**src/rtl/read_req_queue_pkg.sv**
```systemverilog
`default_nettype none
// +------------------------------------------------------------------+
// | read_req_queue_pkg : FSM state encoding and line width for RRQ    |
// | Rev 1.0                                                           |
// +------------------------------------------------------------------+
package read_req_queue_pkg;

  localparam int LINE_W = 128;
  localparam int RID_W  = 4;

  typedef enum logic [1:0] {
    ST_IDLE     = 2'd0,
    ST_START    = 2'd1,
    ST_WAIT_ISS = 2'd2
  } rrq_state_e;

  function automatic logic [31:0] line_align(input logic [31:0] addr);
    return {addr[31:4], 4'h0};
  endfunction

endpackage
`default_nettype wire

```
**src/rtl/read_req_queue_if.sv**
```systemverilog
`default_nettype none
// +------------------------------------------------------------------+
// | read_req_queue_if : requester/manager/data bundle; RRQ_ERR_CHECK_EN|
// | adds rq_err.  Rev 1.0                                             |
// +------------------------------------------------------------------+
interface read_req_queue_if #(
  parameter int TAG_W = 4
);
  import read_req_queue_pkg::*;

  logic                 rd_req;
  logic [31:0]          rd_addr;
  logic [TAG_W-1:0]     rd_tag;
  logic                 rd_ack;
  logic                 rstart_rq;
  logic [31:0]          rin_addr;
  logic                 rnext_rq;
  logic [RID_W-1:0]     rnext_id;
  logic                 next_rrq;
  logic [RID_W-1:0]     next_rid;
  logic                 rqfull_1;
  logic [LINE_W-1:0]    rdat_m_data;
  logic                 rdat_m_valid;
  logic                 finish_mrd;
  logic [LINE_W-1:0]    rd_rdata;
  logic                 rd_rvalid;
  logic [TAG_W-1:0]     rd_rtag;
`ifdef RRQ_ERR_CHECK_EN
  logic                 rq_err;
`endif

  modport slave (
    input  rd_req, rd_addr, rd_tag, rnext_rq, rnext_id,
           rdat_m_data, rdat_m_valid, finish_mrd,
`ifdef RRQ_ERR_CHECK_EN
    output rq_err,
`endif
    output rd_ack, rstart_rq, rin_addr, next_rrq, next_rid, rqfull_1,
           rd_rdata, rd_rvalid, rd_rtag
  );

  modport master (
    output rd_req, rd_addr, rd_tag, rnext_rq, rnext_id,
           rdat_m_data, rdat_m_valid, finish_mrd,
`ifdef RRQ_ERR_CHECK_EN
    input  rq_err,
`endif
    input  rd_ack, rstart_rq, rin_addr, next_rrq, next_rid, rqfull_1,
           rd_rdata, rd_rvalid, rd_rtag
  );

endinterface
`default_nettype wire

```
**src/rtl/read_req_queue_fifo.sv**
```systemverilog
`default_nettype none
// +------------------------------------------------------------------+
// | rrq_fifo : outstanding-read FIFO, power-of-two DEPTH, wrap ptrs   |
// | Rev 1.0                                                           |
// +------------------------------------------------------------------+
module rrq_fifo #(
  parameter int DEPTH = 4,
  parameter int WIDTH = 8
) (
  input  logic                     clk,
  input  logic                     rst_n,
  input  logic                     push_i,
  input  logic [WIDTH-1:0]         push_data_i,
  input  logic                     pop_i,
  output logic [WIDTH-1:0]         head_o,
  output logic                     empty_o,
  output logic [$clog2(DEPTH):0]   count_o
);

  localparam int PTR_W = $clog2(DEPTH);
  localparam int CNT_W = PTR_W + 1;
  localparam logic [CNT_W-1:0] CNT_MAX = CNT_W'(DEPTH);

  logic [WIDTH-1:0] mem_q [DEPTH];
  logic [PTR_W-1:0] wr_ptr_q;
  logic [PTR_W-1:0] rd_ptr_q;
  logic [CNT_W-1:0] count_q;
  logic             do_push;
  logic             do_pop;

  assign empty_o = (count_q == '0);
  assign do_pop  = pop_i && !empty_o;
  // A full FIFO still accepts a push when the head leaves in the same cycle.
  assign do_push = push_i && ((count_q != CNT_MAX) || do_pop);

  always_ff @(posedge clk or negedge rst_n) begin
    if (!rst_n) begin
      wr_ptr_q <= '0;
      rd_ptr_q <= '0;
      count_q  <= '0;
    end else begin
      if (do_push) wr_ptr_q <= wr_ptr_q + 1'b1;
      if (do_pop)  rd_ptr_q <= rd_ptr_q + 1'b1;
      if (do_push && !do_pop)      count_q <= count_q + 1'b1;
      else if (do_pop && !do_push) count_q <= count_q - 1'b1;
    end
  end

  always_ff @(posedge clk) begin
    if (do_push) mem_q[wr_ptr_q] <= push_data_i;
  end

  assign head_o  = mem_q[rd_ptr_q];
  assign count_o = count_q;

endmodule
`default_nettype wire

```
**src/rtl/read_req_queue.sv**
```systemverilog
`default_nettype none
// +------------------------------------------------------------------+
// | read_req_queue : read request sequencer + tagged return queue;    |
// | RRQ_ERR_CHECK_EN adds sticky rq_err.  Rev 1.0                     |
// +------------------------------------------------------------------+
module read_req_queue
  import read_req_queue_pkg::*;
#(
  parameter int DEPTH = 4,
  parameter int TAG_W = 4
) (
  input  logic             clk,
  input  logic             rst_n,
  read_req_queue_if.slave  bus
);

  localparam int CNT_W = $clog2(DEPTH) + 1;
  localparam int ENT_W = RID_W + TAG_W;
  localparam logic [CNT_W-1:0] CNT_MAX   = CNT_W'(DEPTH);
  localparam logic [CNT_W-1:0] CNT_FULL1 = CNT_W'(DEPTH - 1);

  rrq_state_e        state_q, state_d;
  logic [31:0]       addr_q, addr_d;
  logic [TAG_W-1:0]  tag_q, tag_d;
  logic              rd_ack_q, rd_ack_d;
  logic              rstart_q, rstart_d;
  logic [31:0]       rin_addr_q, rin_addr_d;
  logic              push;
  logic              pop;
  logic [ENT_W-1:0]  head;
  logic              empty;
  logic [CNT_W-1:0]  count;
  logic [LINE_W-1:0] rdata_q;
  logic              rvalid_q;
  logic [TAG_W-1:0]  rtag_q;

  always_ff @(posedge clk or negedge rst_n) begin
    if (!rst_n) begin
      state_q    <= ST_IDLE;
      addr_q     <= '0;
      tag_q      <= '0;
      rd_ack_q   <= 1'b0;
      rstart_q   <= 1'b0;
      rin_addr_q <= '0;
    end else begin
      state_q    <= state_d;
      addr_q     <= addr_d;
      tag_q      <= tag_d;
      rd_ack_q   <= rd_ack_d;
      rstart_q   <= rstart_d;
      rin_addr_q <= rin_addr_d;
    end
  end

  always_comb begin
    state_d    = state_q;
    addr_d     = addr_q;
    tag_d      = tag_q;
    rd_ack_d   = 1'b0;
    rstart_d   = 1'b0;
    rin_addr_d = rin_addr_q;
    push       = 1'b0;
    unique case (state_q)
      ST_IDLE: begin
        if (bus.rd_req && (count < CNT_MAX)) begin
          rd_ack_d = 1'b1;
          addr_d   = line_align(bus.rd_addr);
          tag_d    = bus.rd_tag;
          state_d  = ST_START;
        end
      end
      ST_START: begin
        rstart_d   = 1'b1;
        rin_addr_d = addr_q;
        state_d    = ST_WAIT_ISS;
      end
      ST_WAIT_ISS: begin
        if (bus.rnext_rq) begin
          push    = 1'b1;
          state_d = ST_IDLE;
        end
      end
      default: state_d = ST_IDLE;
    endcase
  end

  assign pop = bus.finish_mrd && !empty;

  rrq_fifo #(
    .DEPTH (DEPTH),
    .WIDTH (ENT_W)
  ) u_fifo (
    .clk         (clk),
    .rst_n       (rst_n),
    .push_i      (push),
    .push_data_i ({bus.rnext_id, tag_q}),
    .pop_i       (pop),
    .head_o      (head),
    .empty_o     (empty),
    .count_o     (count)
  );

  always_ff @(posedge clk or negedge rst_n) begin
    if (!rst_n) begin
      rdata_q  <= '0;
      rvalid_q <= 1'b0;
      rtag_q   <= '0;
    end else begin
      if (bus.rdat_m_valid) rdata_q <= bus.rdat_m_data;
      rvalid_q <= pop;
      if (pop) rtag_q <= head[TAG_W-1:0];
    end
  end

`ifdef RRQ_ERR_CHECK_EN
  logic err_q;

  always_ff @(posedge clk or negedge rst_n) begin
    if (!rst_n) begin
      err_q <= 1'b0;
    end else if ((bus.finish_mrd && empty) || (bus.rnext_rq && (count == CNT_MAX))) begin
      err_q <= 1'b1;
    end
  end

  assign bus.rq_err = err_q;
`endif

  assign bus.rd_ack    = rd_ack_q;
  assign bus.rstart_rq = rstart_q;
  assign bus.rin_addr  = rin_addr_q;
  assign bus.next_rrq  = !empty;
  // Gate the head ID so an empty queue never exposes stale storage.
  assign bus.next_rid  = empty ? '0 : head[ENT_W-1 -: RID_W];
  assign bus.rqfull_1  = (count >= CNT_FULL1);
  assign bus.rd_rdata  = rdata_q;
  assign bus.rd_rvalid = rvalid_q;
  assign bus.rd_rtag   = rtag_q;

endmodule
`default_nettype wire
```
**src/flat_wrapper.sv**
```systemverilog
// flat-port wrapper written by rule: the top's interface ports become plain ports
module read_req_queue_flat import read_req_queue_pkg::*;
#(
  parameter int DEPTH = 4,
  parameter int TAG_W = 4
)
  (clk, rst_n, bus_rd_req, bus_rd_addr, bus_rd_tag, bus_rnext_rq, bus_rnext_id, bus_rdat_m_data, bus_rdat_m_valid, bus_finish_mrd, bus_rd_ack, bus_rstart_rq, bus_rin_addr, bus_next_rrq, bus_next_rid, bus_rqfull_1, bus_rd_rdata, bus_rd_rvalid, bus_rd_rtag);
  read_req_queue_if #(.TAG_W(TAG_W)) bus_i ();
  input  logic clk;
  input  logic rst_n;
  input wire logic [$bits(bus_i.rd_req)-1:0] bus_rd_req;
  input wire logic [$bits(bus_i.rd_addr)-1:0] bus_rd_addr;
  input wire logic [$bits(bus_i.rd_tag)-1:0] bus_rd_tag;
  input wire logic [$bits(bus_i.rnext_rq)-1:0] bus_rnext_rq;
  input wire logic [$bits(bus_i.rnext_id)-1:0] bus_rnext_id;
  input wire logic [$bits(bus_i.rdat_m_data)-1:0] bus_rdat_m_data;
  input wire logic [$bits(bus_i.rdat_m_valid)-1:0] bus_rdat_m_valid;
  input wire logic [$bits(bus_i.finish_mrd)-1:0] bus_finish_mrd;
  output wire logic [$bits(bus_i.rd_ack)-1:0] bus_rd_ack;
  output wire logic [$bits(bus_i.rstart_rq)-1:0] bus_rstart_rq;
  output wire logic [$bits(bus_i.rin_addr)-1:0] bus_rin_addr;
  output wire logic [$bits(bus_i.next_rrq)-1:0] bus_next_rrq;
  output wire logic [$bits(bus_i.next_rid)-1:0] bus_next_rid;
  output wire logic [$bits(bus_i.rqfull_1)-1:0] bus_rqfull_1;
  output wire logic [$bits(bus_i.rd_rdata)-1:0] bus_rd_rdata;
  output wire logic [$bits(bus_i.rd_rvalid)-1:0] bus_rd_rvalid;
  output wire logic [$bits(bus_i.rd_rtag)-1:0] bus_rd_rtag;
  assign bus_i.rd_req = bus_rd_req;
  assign bus_i.rd_addr = bus_rd_addr;
  assign bus_i.rd_tag = bus_rd_tag;
  assign bus_i.rnext_rq = bus_rnext_rq;
  assign bus_i.rnext_id = bus_rnext_id;
  assign bus_i.rdat_m_data = bus_rdat_m_data;
  assign bus_i.rdat_m_valid = bus_rdat_m_valid;
  assign bus_i.finish_mrd = bus_finish_mrd;
  assign bus_rd_ack = bus_i.rd_ack;
  assign bus_rstart_rq = bus_i.rstart_rq;
  assign bus_rin_addr = bus_i.rin_addr;
  assign bus_next_rrq = bus_i.next_rrq;
  assign bus_next_rid = bus_i.next_rid;
  assign bus_rqfull_1 = bus_i.rqfull_1;
  assign bus_rd_rdata = bus_i.rd_rdata;
  assign bus_rd_rvalid = bus_i.rd_rvalid;
  assign bus_rd_rtag = bus_i.rd_rtag;
  read_req_queue #(.DEPTH(DEPTH), .TAG_W(TAG_W)) u_core (.clk(clk), .rst_n(rst_n), .bus(bus_i));
endmodule
```
**config.mk**
```make
export PLATFORM = sky130hd
export DESIGN_NAME = read_req_queue_flat
export DESIGN_NICKNAME = d
export VERILOG_FILES = /design/src/rtl/read_req_queue_pkg.sv /design/src/rtl/read_req_queue_if.sv /design/src/rtl/read_req_queue_fifo.sv /design/src/rtl/read_req_queue.sv /design/src/flat_wrapper.sv
export SDC_FILE = /design/constraint.sdc
export NUM_CORES = 1
export LEC_CHECK = 0
export CORE_ASPECT_RATIO = 0.9
export CORE_UTILIZATION = 41
export CTS_BUF_LIST = sky130_fd_sc_hd__clkbuf_8
export DETAILED_ROUTE_END_ITERATION = 10
export PLACE_DENSITY_LB_ADDON = 0.3
export SYNTH_ARGS = -nofsm -noshare
export SYNTH_HDL_FRONTEND = slang
export SYNTH_SLANG_ARGS = --single-unit
```
**constraint.sdc**
```tcl
create_clock -name clk -period 1.9 [get_ports clk]
set_input_delay 0.38 -clock clk [delete_from_list [all_inputs] [get_ports clk]]
set_output_delay 0.38 -clock clk [all_outputs]
set_load 0.02 [all_outputs]
```
Yosys cells after proc, flatten, opt, wreduce, memory -nomap -nowiden. Memories as Yosys holds them, arrays and structs flattened. Index checks and enable logic that the tools add are counted.

Memories: 1. Bits in registers: 204. RAM bits: 32. Output and inout bits: 173. Logic and storage cells: 52. Bits of input ports: 174.

Equality and inequality tests: 5. Mux-type cells: 13. Magnitude comparators: 2. Reduce and logical (&&, ||, !) cells: 15. Add/sub/neg operators: 4.

Memories: u_core.u_fifo.mem_q (depth 4, width 8, rd ports 1, clocked after Yosys merged registers in 0, wr ports 1, RTL line read_req_queue_fifo.sv:24) `logic [WIDTH-1:0] mem_q [DEPTH];`.

Operator list (count): 1-bit 2-to-1 mux (7); 1-bit logical AND (6); 3-bit 2-to-1 mux (2); 2-bit case mux with 3 select lines (1); 2-bit by 1-bit adder with 2-bit output (second input constant) (2); 2-bit 2-to-1 mux (2); 4-bit 2-to-1 mux (1); 2-bit AND reduction (2); 3-bit by 1-bit adder with 3-bit output (second input constant) (1); 3-bit by 2-bit greater-or-equal comparator with 1-bit output (second input constant) (1); 1-bit zero test (3); 3-bit zero test (1); 3-bit < comparator (second input constant) (1); 3-bit inequality test (second input constant) (1); 3-bit by 1-bit subtractor with 3-bit output (second input constant) (1); 2-bit by 1-bit == test with 1-bit output (second input constant) (1); 2-bit == test (second input constant) (1); 2-bit zero test (1); 2-bit by 1-bit inequality test with 1-bit output (second input constant) (1); 2-bit inequality test (second input constant) (1); 2-bit nonzero test (1); 1-bit logical OR (1).

Depth between registers and ports, before layout. Gate-level depths: netlist of run 1.

Depth in word-level cells: 10. Gate-level depth with buffers: 9. Mapped depth without buffers: 8.

Cells and area by module. From an unflattened synthesis of run 1, not the netlist that was laid out.

Cell total of the unflattened synthesis: 506. Area total of the unflattened synthesis: 8926.1 sq um.

By module, submodules not included: read_req_queue (cells an instance 430, area an instance 7350.8 sq um, instances 1, sequential area each 4929.7 sq um); rrq_fifo (cells an instance 76, area an instance 1575.3 sq um, instances 1, sequential area each 1136.1 sq um).

Least setup slack after synthesis of run 1. Ideal clock, no wire load.

Kind: reg2reg. Start: register u_core.u_fifo.count_q[0] (netlist: u_core.u_fifo.count_o[0]). End: register u_core.u_fifo.count_q[2] (netlist: u_core.u_fifo.count_o[2]). Required time: 1.821 ns. Arrival time: 1.993 ns. Cell stages (with the launch flop): 10. Slack: -0.173 ns. Setup time: 0.079 ns. Clock period less this slack: 2.073 ns. Buffers on the path: 1. Cell sequence: dfrtp_1 > or3_1 > buf_6 > nand2_8 > ha_1 > inv_1 > fa_1 > xor2_1 > nor2_1 > xor2_1.

Longest elaborated chain between the ends: 9. Elaborated cells between the ends (all ways): 16. Those cells by class: add/sub (2); eq/ne (1); mux (2); reduce/logical (11).

RTL lines: from (decl) (RTL line read_req_queue_fifo.sv:27) `logic [CNT_W-1:0] count_q;`; from (signal assigned) (RTL line read_req_queue_fifo.sv:44) `if (do_push && !do_pop) count_q <= count_q + 1'b1;`; from (signal assigned) (RTL line read_req_queue_fifo.sv:45) `else if (do_pop && !do_push) count_q <= count_q - 1'b1;`; 3-bit zero test * (RTL line read_req_queue_fifo.sv:31) `assign empty_o = (count_q == '0);`; 1-bit zero test *; net bus_next_rrq (RTL line flat_wrapper.sv:22) `output wire logic [$bits(bus_i.next_rrq)-1:0] bus_next_rrq;`; 1-bit logical AND (RTL line read_req_queue.sv:87) `assign pop = bus.finish_mrd && !empty;`; 1-bit logical AND * (RTL line read_req_queue_fifo.sv:32) `assign do_pop = pop_i && !empty_o;`; 1-bit logical OR (RTL line read_req_queue_fifo.sv:34) `assign do_push = push_i && ((count_q != CNT_MAX) || do_pop);`; 1-bit logical AND (RTL line read_req_queue_fifo.sv:34); 1-bit zero test (RTL line read_req_queue_fifo.sv:45); 1-bit logical AND (RTL line read_req_queue_fifo.sv:45); 2-bit nonzero test (no source line).

The timed path passes the listed nets; every way through them passes the cells marked *. The select of a mux whose other input is x is not followed. A chain may end at the register's enable or synchronous reset.

Worst setup path in the final report of run 1.
Start: register u_core.u_fifo.rd_ptr_q[0]. End: output bus_next_rid[2].

Longest elaborated chain between the ends: 2.

RTL lines: from (decl) (RTL line read_req_queue_fifo.sv:26) `logic [PTR_W-1:0] rd_ptr_q;`; from (signal assigned) (RTL line read_req_queue_fifo.sv:43) `if (do_pop) rd_ptr_q <= rd_ptr_q + 1'b1;`; memory 4 x 8 bit; 4-bit 2-to-1 mux (RTL line read_req_queue.sv:134) `assign bus.next_rid = empty ? '0 : head[ENT_W-1 -: RID_W];`; to (decl) (RTL line flat_wrapper.sv:23) `output wire logic [$bits(bus_i.next_rid)-1:0] bus_next_rid;`.

No other way between the ends.

==> results.cfg, run 1 <==
[drt]
firstDrtPassIters = 4
drc = 0
drt-vias-per-instance = 4.74
wl_um = 22900
vias = 5712
wl_per_cell_um = 19.0
ant_nets = 0
drtIter0Drc = 168

[floorplan]
initial_utilization_pct = 42.4
std_cell_rows = 50
core_region_area_mm2 = 0.0211
dieArea_mm2 = 0.0224
die_h_um = 142
io_pins = 347
die_width_um = 158

[power]
power_density_mw_per_mm2 = 1210
peakVddDrop_mv = 0.773
p_total_mw = 16.8
p_leak_nw = 6.52

[place]
port_buffers = 338
placed_area_mm2 = 0.0129
gp_congestion = 0.879
hpwl_um = 16800
dp.cells = 1127

[critical_path]
cp-end-kind = output pin
crit_type = register to output pin
path_max_fanout = 5
arrival_ps = 1780
start_kind = register
crit_required_ps = 1520

[worst_hold_path]
hold_path.class = input pin to asynchronous set/reset pin

[sta]
fin_crit_sh_pct = 114
hold_viol_final = 0
rsz0062_at_grt = yes
finalWorstSetupSlack_ps = -258
hold_slack_ps = 389
setup_viol = 7
fmax_mhz = 463
clock_skew_ps = 15.7
period_minus_slack_ps = 2160
finalMaxSlewViolations = 0

[run_status]
status = finished with violations
violations = negative setup slack

[logic_synthesis]
synth_area_mm2 = 0.00894
ys_types = 28
seq_area_frac_synth_pct = 67.9
syn_inst = 503
synth_area_per_cell_um2 = 17.8
ys_seq_elements = 236
ys_warn_count = 0

[cts]
cts_tree = yes
root_buffer = clkbuf_8
htreeDepth = 2
cts_buffer_depth = 3
cts_inserted_buffers = 40
cts_sinks = 236
clk_pin_slew_ps = 60
clk-insertion-delay-late_ps = 520

[finish]
final_area_mm2 = 0.0139
layout_commonest_cell = dfrtp_1
instances_no_fill = 1204
drive_gt1_share_pct = 34.0
fillers = 1519
layout_common_cells = 202 x dfrtp_1, 189 x clkdlybuf4s50_1, 188 x mux2_2, 77 x dlymetal6s2s_1, 64 x dlygate4sd2_1
nNetsFinal = 1071
area_growth_pct = 55.3

[global_routing]
gr-usage-all-layers_pct = 20.5
antenna_found_initial = 1
grt_overflow_total = 0
grt_max_degree = 54
first_global_vias = 6547
grt_pass1_wl_um = 35000

[run]
drv_cap = 0
## critical path: stages (launching register included)
cell and delay, ps:
dfrtp_2 450, mux4_2 530, and2_4 150, buf_6 120
## Yosys cell counts (all sizes together)
cell type | n | area share, %
conb | 1 | 0.042
inv | 5 | 0.27
o21ai | 1 | 0.056
or3 | 1 | 0.070
nor2 | 1 | 0.042
edfxtp | 32 | 11
fa | 1 | 0.22
nand2b | 2 | 0.14
nor4b | 3 | 0.46
nor3b | 1 | 0.14
nand2 | 2 | 0.27
xnor2 | 3 | 0.29
mux2 | 194 | 25
mux4 | 8 | 2.0
and2 | 8 | 0.56
clkbuf | 2 | 0.084
a21o | 1 | 0.098
dfrtp | 204 | 57
xor2 | 3 | 0.29
buf | 25 | 1.8
ha | 5 | 0.70
## per-layer routing
metal / vias to the layer above / track usage (%) / routed length, um
met2: 250 / 35.2 / 11500
met5: - / 0 / 0
li1: 2565 / - / -
met3: 61 / 7.28 / 2020
met4: 0 / 10.3 / 863
met1: 2836 / 22.2 / 8450
## layout make-up
type,count,area (um2),share of cell area [%]
well taps,286,358,2.58
repair buffers,370,3890,28.0
multi-input cells,238,2760,19.9
clock inverters,16,68.8,0.496
clock buffers,52,716,5.16
flip-flops and latches,236,6070,43.7
diodes,1,2.50,0.0180
inverters,5,23.8,0.171
## kinds of logic after synthesis
| group | share of synthesized area (%) |
|---|---|
| flops | 67.9 |
| mux | 26.6 |
| buf+inv | 2.10 |
| simple gates | 1.68 |
| fa+ha+maj | 0.924 |
| xor+xnor | 0.588 |
| compound gates | 0.154 |
| other cells | 0.0420 |
## power by group
part	switching, mW	internal, mW	total, mW
logic	2.46	3.06	5.52
registers	0.634	6.34	6.98
clock network	1.92	2.43	4.35
## flip-flops by register name, indices dropped and copies added, names as in the netlist, 2 cells and up
signal,cells
u_core.addr_q,28
u_core.bus.rd_rdata,128
u_core.bus.rd_rtag,4
u_core.bus.rin_addr,28
u_core.state_q,2
u_core.tag_q,4
u_core.u_fifo.count_o,3
u_core.u_fifo.mem_q,32
u_core.u_fifo.rd_ptr_q,2
u_core.u_fifo.wr_ptr_q,2
## metrics by stage
step	util (%)	setup TNS [ps]	setup slack [ps]
2_1_floorplan	-	-138	-74.7
3_3_place_gp	61.0	-7320	-382
3_5_place_dp	61.0	-9320	-425
4_1_cts	64.7	-1300	-291
5_1_grt	65.8	-1730	-319
6_report	65.8	-1320	-258
## worst paths after layout
| check | start | end | slack (ps) | depth (start not counted) |
|---|---|---|---|---|
| max reg2reg | u_core.u_fifo.count_o[2]$_DFFE_PN0P_ | u_core.u_fifo.count_o[2]$_DFFE_PN0P_ | -120 | 8 |
| min | rst_n | u_core.bus.rd_rdata[62]$_DFFE_PN0P_ | 390 | 2 |
| max in group asynchronous | rst_n | u_core.bus.rd_rdata[63]$_DFFE_PN0P_ | 860 | 3 |
| max | u_core.u_fifo.rd_ptr_q[0]$_DFFE_PN0P_ | bus_next_rid[2] | -260 | 3 |
| min reg2reg | u_core.bus.rd_rdata[54]$_DFFE_PN0P_ | u_core.bus.rd_rdata[54]$_DFFE_PN0P_ | 500 | 1 |
| min in group clk | bus_rdat_m_valid | u_core.bus.rd_rdata[6]$_DFFE_PN0P_ | 450 | 2 |
## repair_timing
| action | 4_1_cts | 5_1_grt |
|---|---|---|
| hold endpoints to repair | 33 | 0 |
| endpoints found under the setup margin | 104 | 114 |
| resized for setup | 107 | 83 |
| pin swaps | 9 | 6 |
| setup buffers | 5 | 2 |
| hold buffers | 1 | 0 |
(Power assumes the default switching activity.)
==> run 2, diff against run 1 <==
==> constraint.sdc (replaced) <==
create_clock -name clk -period 1.9 [get_ports clk]
set_input_delay 0.475 -clock clk [delete_from_list [all_inputs] [get_ports clk]]
set_output_delay 0.475 -clock clk [all_outputs]
set_load 0.02 [all_outputs]
==> results.cfg, run 2 (synthesis gave the netlist of run 1 again) <==
[run]
drv_cap = 0

[sta]
hold_slack_ps = 473
clock_skew_ps = 19.1
fin_crit_sh_pct = 120
finalMaxSlewViolations = 0
finalWorstSetupSlack_ps = -379
setup_tns_ps = -1900
setup_viol = 8
hold_viol_final = 0
period_minus_slack_ps = 2280
rsz0062_at_grt = yes
fmax_mhz = 439

[floorplan]
dieArea_mm2 = 0.0224
std_cell_rows = 50
die_width_um = 158
core_region_area_mm2 = 0.0211
die_h_um = 142
initial_utilization_pct = 42.4
io_pins = 347

[global_routing]
first_global_vias = 6376
grtUsageMet2_pct = 35.7
gr-usage-all-layers_pct = 20.3
grt_overflow_total = 0
grt_pass1_wl_um = 34700
grt_busiest_layer = met2
use_met1_pct = 22.2
grt_max_degree = 63
grt_use_met3_pct = 6.55
antenna_found_initial = 1

[critical_path]
cp-end-kind = output pin
r2r_setup_slack_ps = -140
crit_type = register to output pin
crit_buf_inv = 2
slowest_stage = mux4_2
path_common_cell = buf_6
r2r-end = u_core.u_fifo.count_o[2]$_DFFE_PN0P_
crit_required_ps = 1420
cp-startpoint = u_core.u_fifo.rd_ptr_q[0]$_DFFE_PN0P_
start_kind = register
max_stage_delay_ps = 490
crit_chain = buf_6, mux4_2, and2_4, buf_6
crit_family = multiplexers
arrival_ps = 1800
r2r.worst_path.cells = 9
path_max_fanout = 4
reg2reg_from = u_core.u_fifo.count_o[0]$_DFFE_PN0P_

[power]
p_total_mw = 16.8
p_leak_nw = 5.97
power_density_mw_per_mm2 = 1240
seq_power_share_pct = 41.4
p_switching_mw = 5.08
p_int_mw = 11.7
swShare_pct = 30.2
peakVddDrop_mv = 0.835
clockPowerShare_pct = 26.4
p_comb_share_pct = 32.2

[finish]
fillers = 1586
nNetsFinal = 1077
area_growth_pct = 52.1
utilization_pct = 64.5
final_area_mm2 = 0.0136
layout_common_cells = 202 x dfrtp_1, 188 x mux2_2, 167 x clkdlybuf4s50_1, 163 x dlygate4sd2_1, 54 x clkbuf_8
layout_commonest_cell = dfrtp_1
drive_gt1_share_pct = 35.0
instances_no_fill = 1212
largest_reg_flops = 128

[drt]
wl_um = 22700
drc = 0
drtIter0Drc = 121
wl_per_cell_um = 18.7
drt-vias-per-instance = 4.74
firstDrtPassIters = 4
ant_nets = 0
vias = 5740

[cts]
cts_buffer_depth = 3
cts_sinks = 236
root_buffer = clkbuf_8
cts_inserted_buffers = 40
clk_pin_slew_ps = 60
cts_tree = yes
clk-insertion-delay-late_ps = 520
htreeDepth = 2

[place]
gp_congestion = 0.851
dp.cells = 1127
port_buffers = 338
placed_area_mm2 = 0.0128
hpwl_um = 16700
place_ws_ps = -534

[run_status]
status = finished with violations
violations = negative setup slack

[worst_hold_path]
hold_path.class = input pin to asynchronous set/reset pin
## run 2: cell count changes in the layout (fill, tap and decap cells not counted), sizes merged
| cell | previous run | this run |
|---|---|---|
| dlygate4sd2 | 64 | 163 |
| dlymetal6s2s | 77 | 0 |
| clkdlybuf4s50 | 189 | 167 |
| buf | 38 | 44 |
| clkinv | 1 | 3 |
| clkbuf | 53 | 54 |
| inv | 18 | 17 |
## run 2: timing repair
action	CTS	global route
setup buffers	8	7
resized for setup	218	1
setup endpoints to repair	198	8
hold buffers	1	0
endpoints found under the hold margin	39	0
pin swaps	7	8
## run 2: area by class of cell
cell class / instances / area, um2 / area share [%]
antenna: 1 / 2.50 / 0.0184
clock buffer: 53 / 729 / 5.37
clock inverter: 17 / 75.1 / 0.552
multi-input combinational: 238 / 2760 / 20.3
sequential: 236 / 6070 / 44.6
timing repair buffer: 376 / 3580 / 26.3
inverter: 5 / 23.8 / 0.175
tap: 286 / 358 / 2.63
## run 2: worst reg2reg max path, stage by stage (launching register included)
cell and delay [ps]:
dfrtp_1 380, or3_4 440, buf_6 150, nand2_8 50, ha_4 130, inv_2 40, fa_2 330, xor2_1 150
nor2_1 130, xor2_1 160
## run 2: power groups by stage
stage	Clock, mW	Combinational, mW	Sequential, mW
2_1_floorplan	0	2.20	7.75
3_3_place_gp	0	5.39	6.97
3_5_place_dp	0	5.56	7.07
4_1_cts	4.57	5.43	6.96
5_1_grt	4.81	5.78	7.10
6_report	4.44	5.41	6.95
## run 2: worst max path at each step
stage	to	slack, ps	cells past startpoint
2_1_floorplan	u_core.u_fifo.count_o[2]$_DFFE_PN0P_	-70	9
3_3_place_gp	u_core.u_fifo.count_o[1]$_DFFE_PN0P_	-470	7
3_5_place_dp	u_core.u_fifo.count_o[1]$_DFFE_PN0P_	-530	7
4_1_cts	bus_next_rid[2]	-400	4
5_1_grt	bus_next_rid[2]	-450	4
6_report	bus_next_rid[2]	-380	4
## run 2: metal layers
metal / vias to the layer above / wire length, um
met2: 244 / 11600
met3: 62 / 1780
met5: - / 0
met1: 2849 / 8470
met4: 0 / 841
li1: 2585 / -
==> run 3, diff against run 2 <==
Settings changed: CTS_CLUSTER_SIZE set to 10.
==> results.cfg, run 3 (synthesis gave the netlist of run 1 again) <==
[finish]
instances_no_fill = 1207
regArea_mm2 = 0.00607
area_growth_pct = 51.8
largest_reg_flops = 128
nNetsFinal = 1073
fillers = 1586
drive_gt1_share_pct = 34.7
layout_commonest_cell = dfrtp_1
multi_input_area_mm2 = 0.00275
utilization_pct = 64.3
layout_common_cells = 202 x dfrtp_1, 188 x mux2_2, 167 x clkdlybuf4s50_1, 163 x dlygate4sd2_1, 52 x clkbuf_8

[sta]
setup_tns_ps = -1800
finalWorstSetupSlack_ps = -368
hold_slack_ps = 479
fmax_mhz = 441
rsz0062_at_grt = yes
hold_viol_final = 0
fin_crit_sh_pct = 119
setup_viol = 7
clock_skew_ps = 10.1
period_minus_slack_ps = 2270
finalMaxSlewViolations = 0

[cts]
htreeDepth = 2
cts_sinks = 236
cts_inserted_buffers = 40
clk-insertion-delay-late_ps = 510
cts_tree = yes
cts_buffer_depth = 3
root_buffer = clkbuf_8
clk_pin_slew_ps = 60

[place]
gp_congestion = 0.851
port_buffers = 338
dp.cells = 1127
hpwl_um = 16700

[global_routing]
grt_busiest_layer = met2
grt_pass1_wl_um = 34800
first_global_vias = 6373
use_met1_pct = 22.3
grt_use_met3_pct = 6.46
grt_overflow_total = 0
gr-usage-all-layers_pct = 20.3
grtUsageMet2_pct = 35.9
grt_max_degree = 63
antenna_found_initial = 1

[power]
power_density_mw_per_mm2 = 1240
peakVddDrop_mv = 0.836
p_leak_nw = 5.95
p_total_mw = 16.8

[floorplan]
std_cell_rows = 50
die_h_um = 142
initial_utilization_pct = 42.4
die_width_um = 158
io_pins = 347
dieArea_mm2 = 0.0224
core_region_area_mm2 = 0.0211

[run_status]
status = finished with violations
violations = negative setup slack

[drt]
drtIter0Drc = 132
vias = 5700
wl_um = 22600
firstDrtPassIters = 4
ant_nets = 0
wl_per_cell_um = 18.7
drt-vias-per-instance = 4.72
drc = 0

[critical_path]
arrival_ps = 1790
cp-end-kind = output pin
crit_type = register to output pin
path_max_fanout = 4
start_kind = register
crit_required_ps = 1420

[run]
drv_cap = 0

[worst_hold_path]
hold_path.class = input pin to asynchronous set/reset pin
[run 3: cell types whose count changed in the layout (fill, tap and decap cells not counted)]
cell,previous run,this run
bufinv_16,0,1
a21o_4,1,0
a21o_2,0,1
clkbuf_8,54,52
buf_4,25,21
[run 3: per-layer routing]
metal | up-vias | wire length [um]
met2 | 237 | 11600
met3 | 54 | 1800
met5 | - | 0
met1 | 2838 | 8470
met4 | 0 | 733
li1 | 2571 | -
[run 3: worst paths after layout]
path                                                  startpoint                              endpoint  slack (ps)  depth (start not counted)
setup / recovery           u_core.u_fifo.rd_ptr_q[0]$_DFFE_PN0P_                       bus_next_rid[2]        -370                          4
hold reg to reg             u_core.bus.rd_rdata[101]$_DFFE_PN0P_  u_core.bus.rd_rdata[101]$_DFFE_PN0P_         490                          1
max in group asynchronous                                  rst_n    u_core.bus.rd_rdata[4]$_DFFE_PN0P_         780                          3
setup reg to reg            u_core.u_fifo.count_o[0]$_DFFE_PN0P_  u_core.u_fifo.count_o[2]$_DFFE_PN0P_        -140                          9
min in group clk            u_core.bus.rd_rdata[101]$_DFFE_PN0P_  u_core.bus.rd_rdata[101]$_DFFE_PN0P_         490                          1
hold / removal                                             rst_n   u_core.bus.rd_rdata[53]$_DFFE_PN0P_         480                          2
[run 3: through the flow]
stage          area (um2)  setup WS [ps]
2_1_floorplan        8980          -74.7
3_3_place_gp        12800           -473
3_5_place_dp        12800           -534
4_1_cts             13500           -392
5_1_grt             13600           -444
6_report            13600           -368
[run 3: cell type report]
class / count / area share [%]
clock buffer: 51 / 5.18
antenna: 1 / 0.0185
sequential: 236 / 44.7
clock inverter: 18 / 0.775
multi-input combinational: 238 / 20.3
tap: 286 / 2.64
timing repair buffer: 372 / 26.2
inverter: 5 / 0.175
[run 3: what timing repair did]
| action | 4_1_cts | 5_1_grt |
|---|---|---|
| buffers inserted | 6 | 3 |
| pin swaps | 7 | 5 |
| hold buffers | 1 | 0 |
| resized for setup | 212 | 5 |
| endpoints found under the setup margin | 198 | 40 |
| hold endpoints to repair | 39 | 0 |
[run 3: worst max-delay path: stages (launching register included)]
cell     delay (ps)
dfrtp_2         380
buf_6           130
mux4_2          490
and2_4          160
buf_6           120
[run 3: power by group]
group | switching, mW | leakage, nW | internal (mW) | total (mW)
sequential | 0.613 | 2.69 | 6.34 | 6.95
combinational | 2.50 | 2.80 | 2.85 | 5.35
clock | 1.92 | 0.457 | 2.54 | 4.46
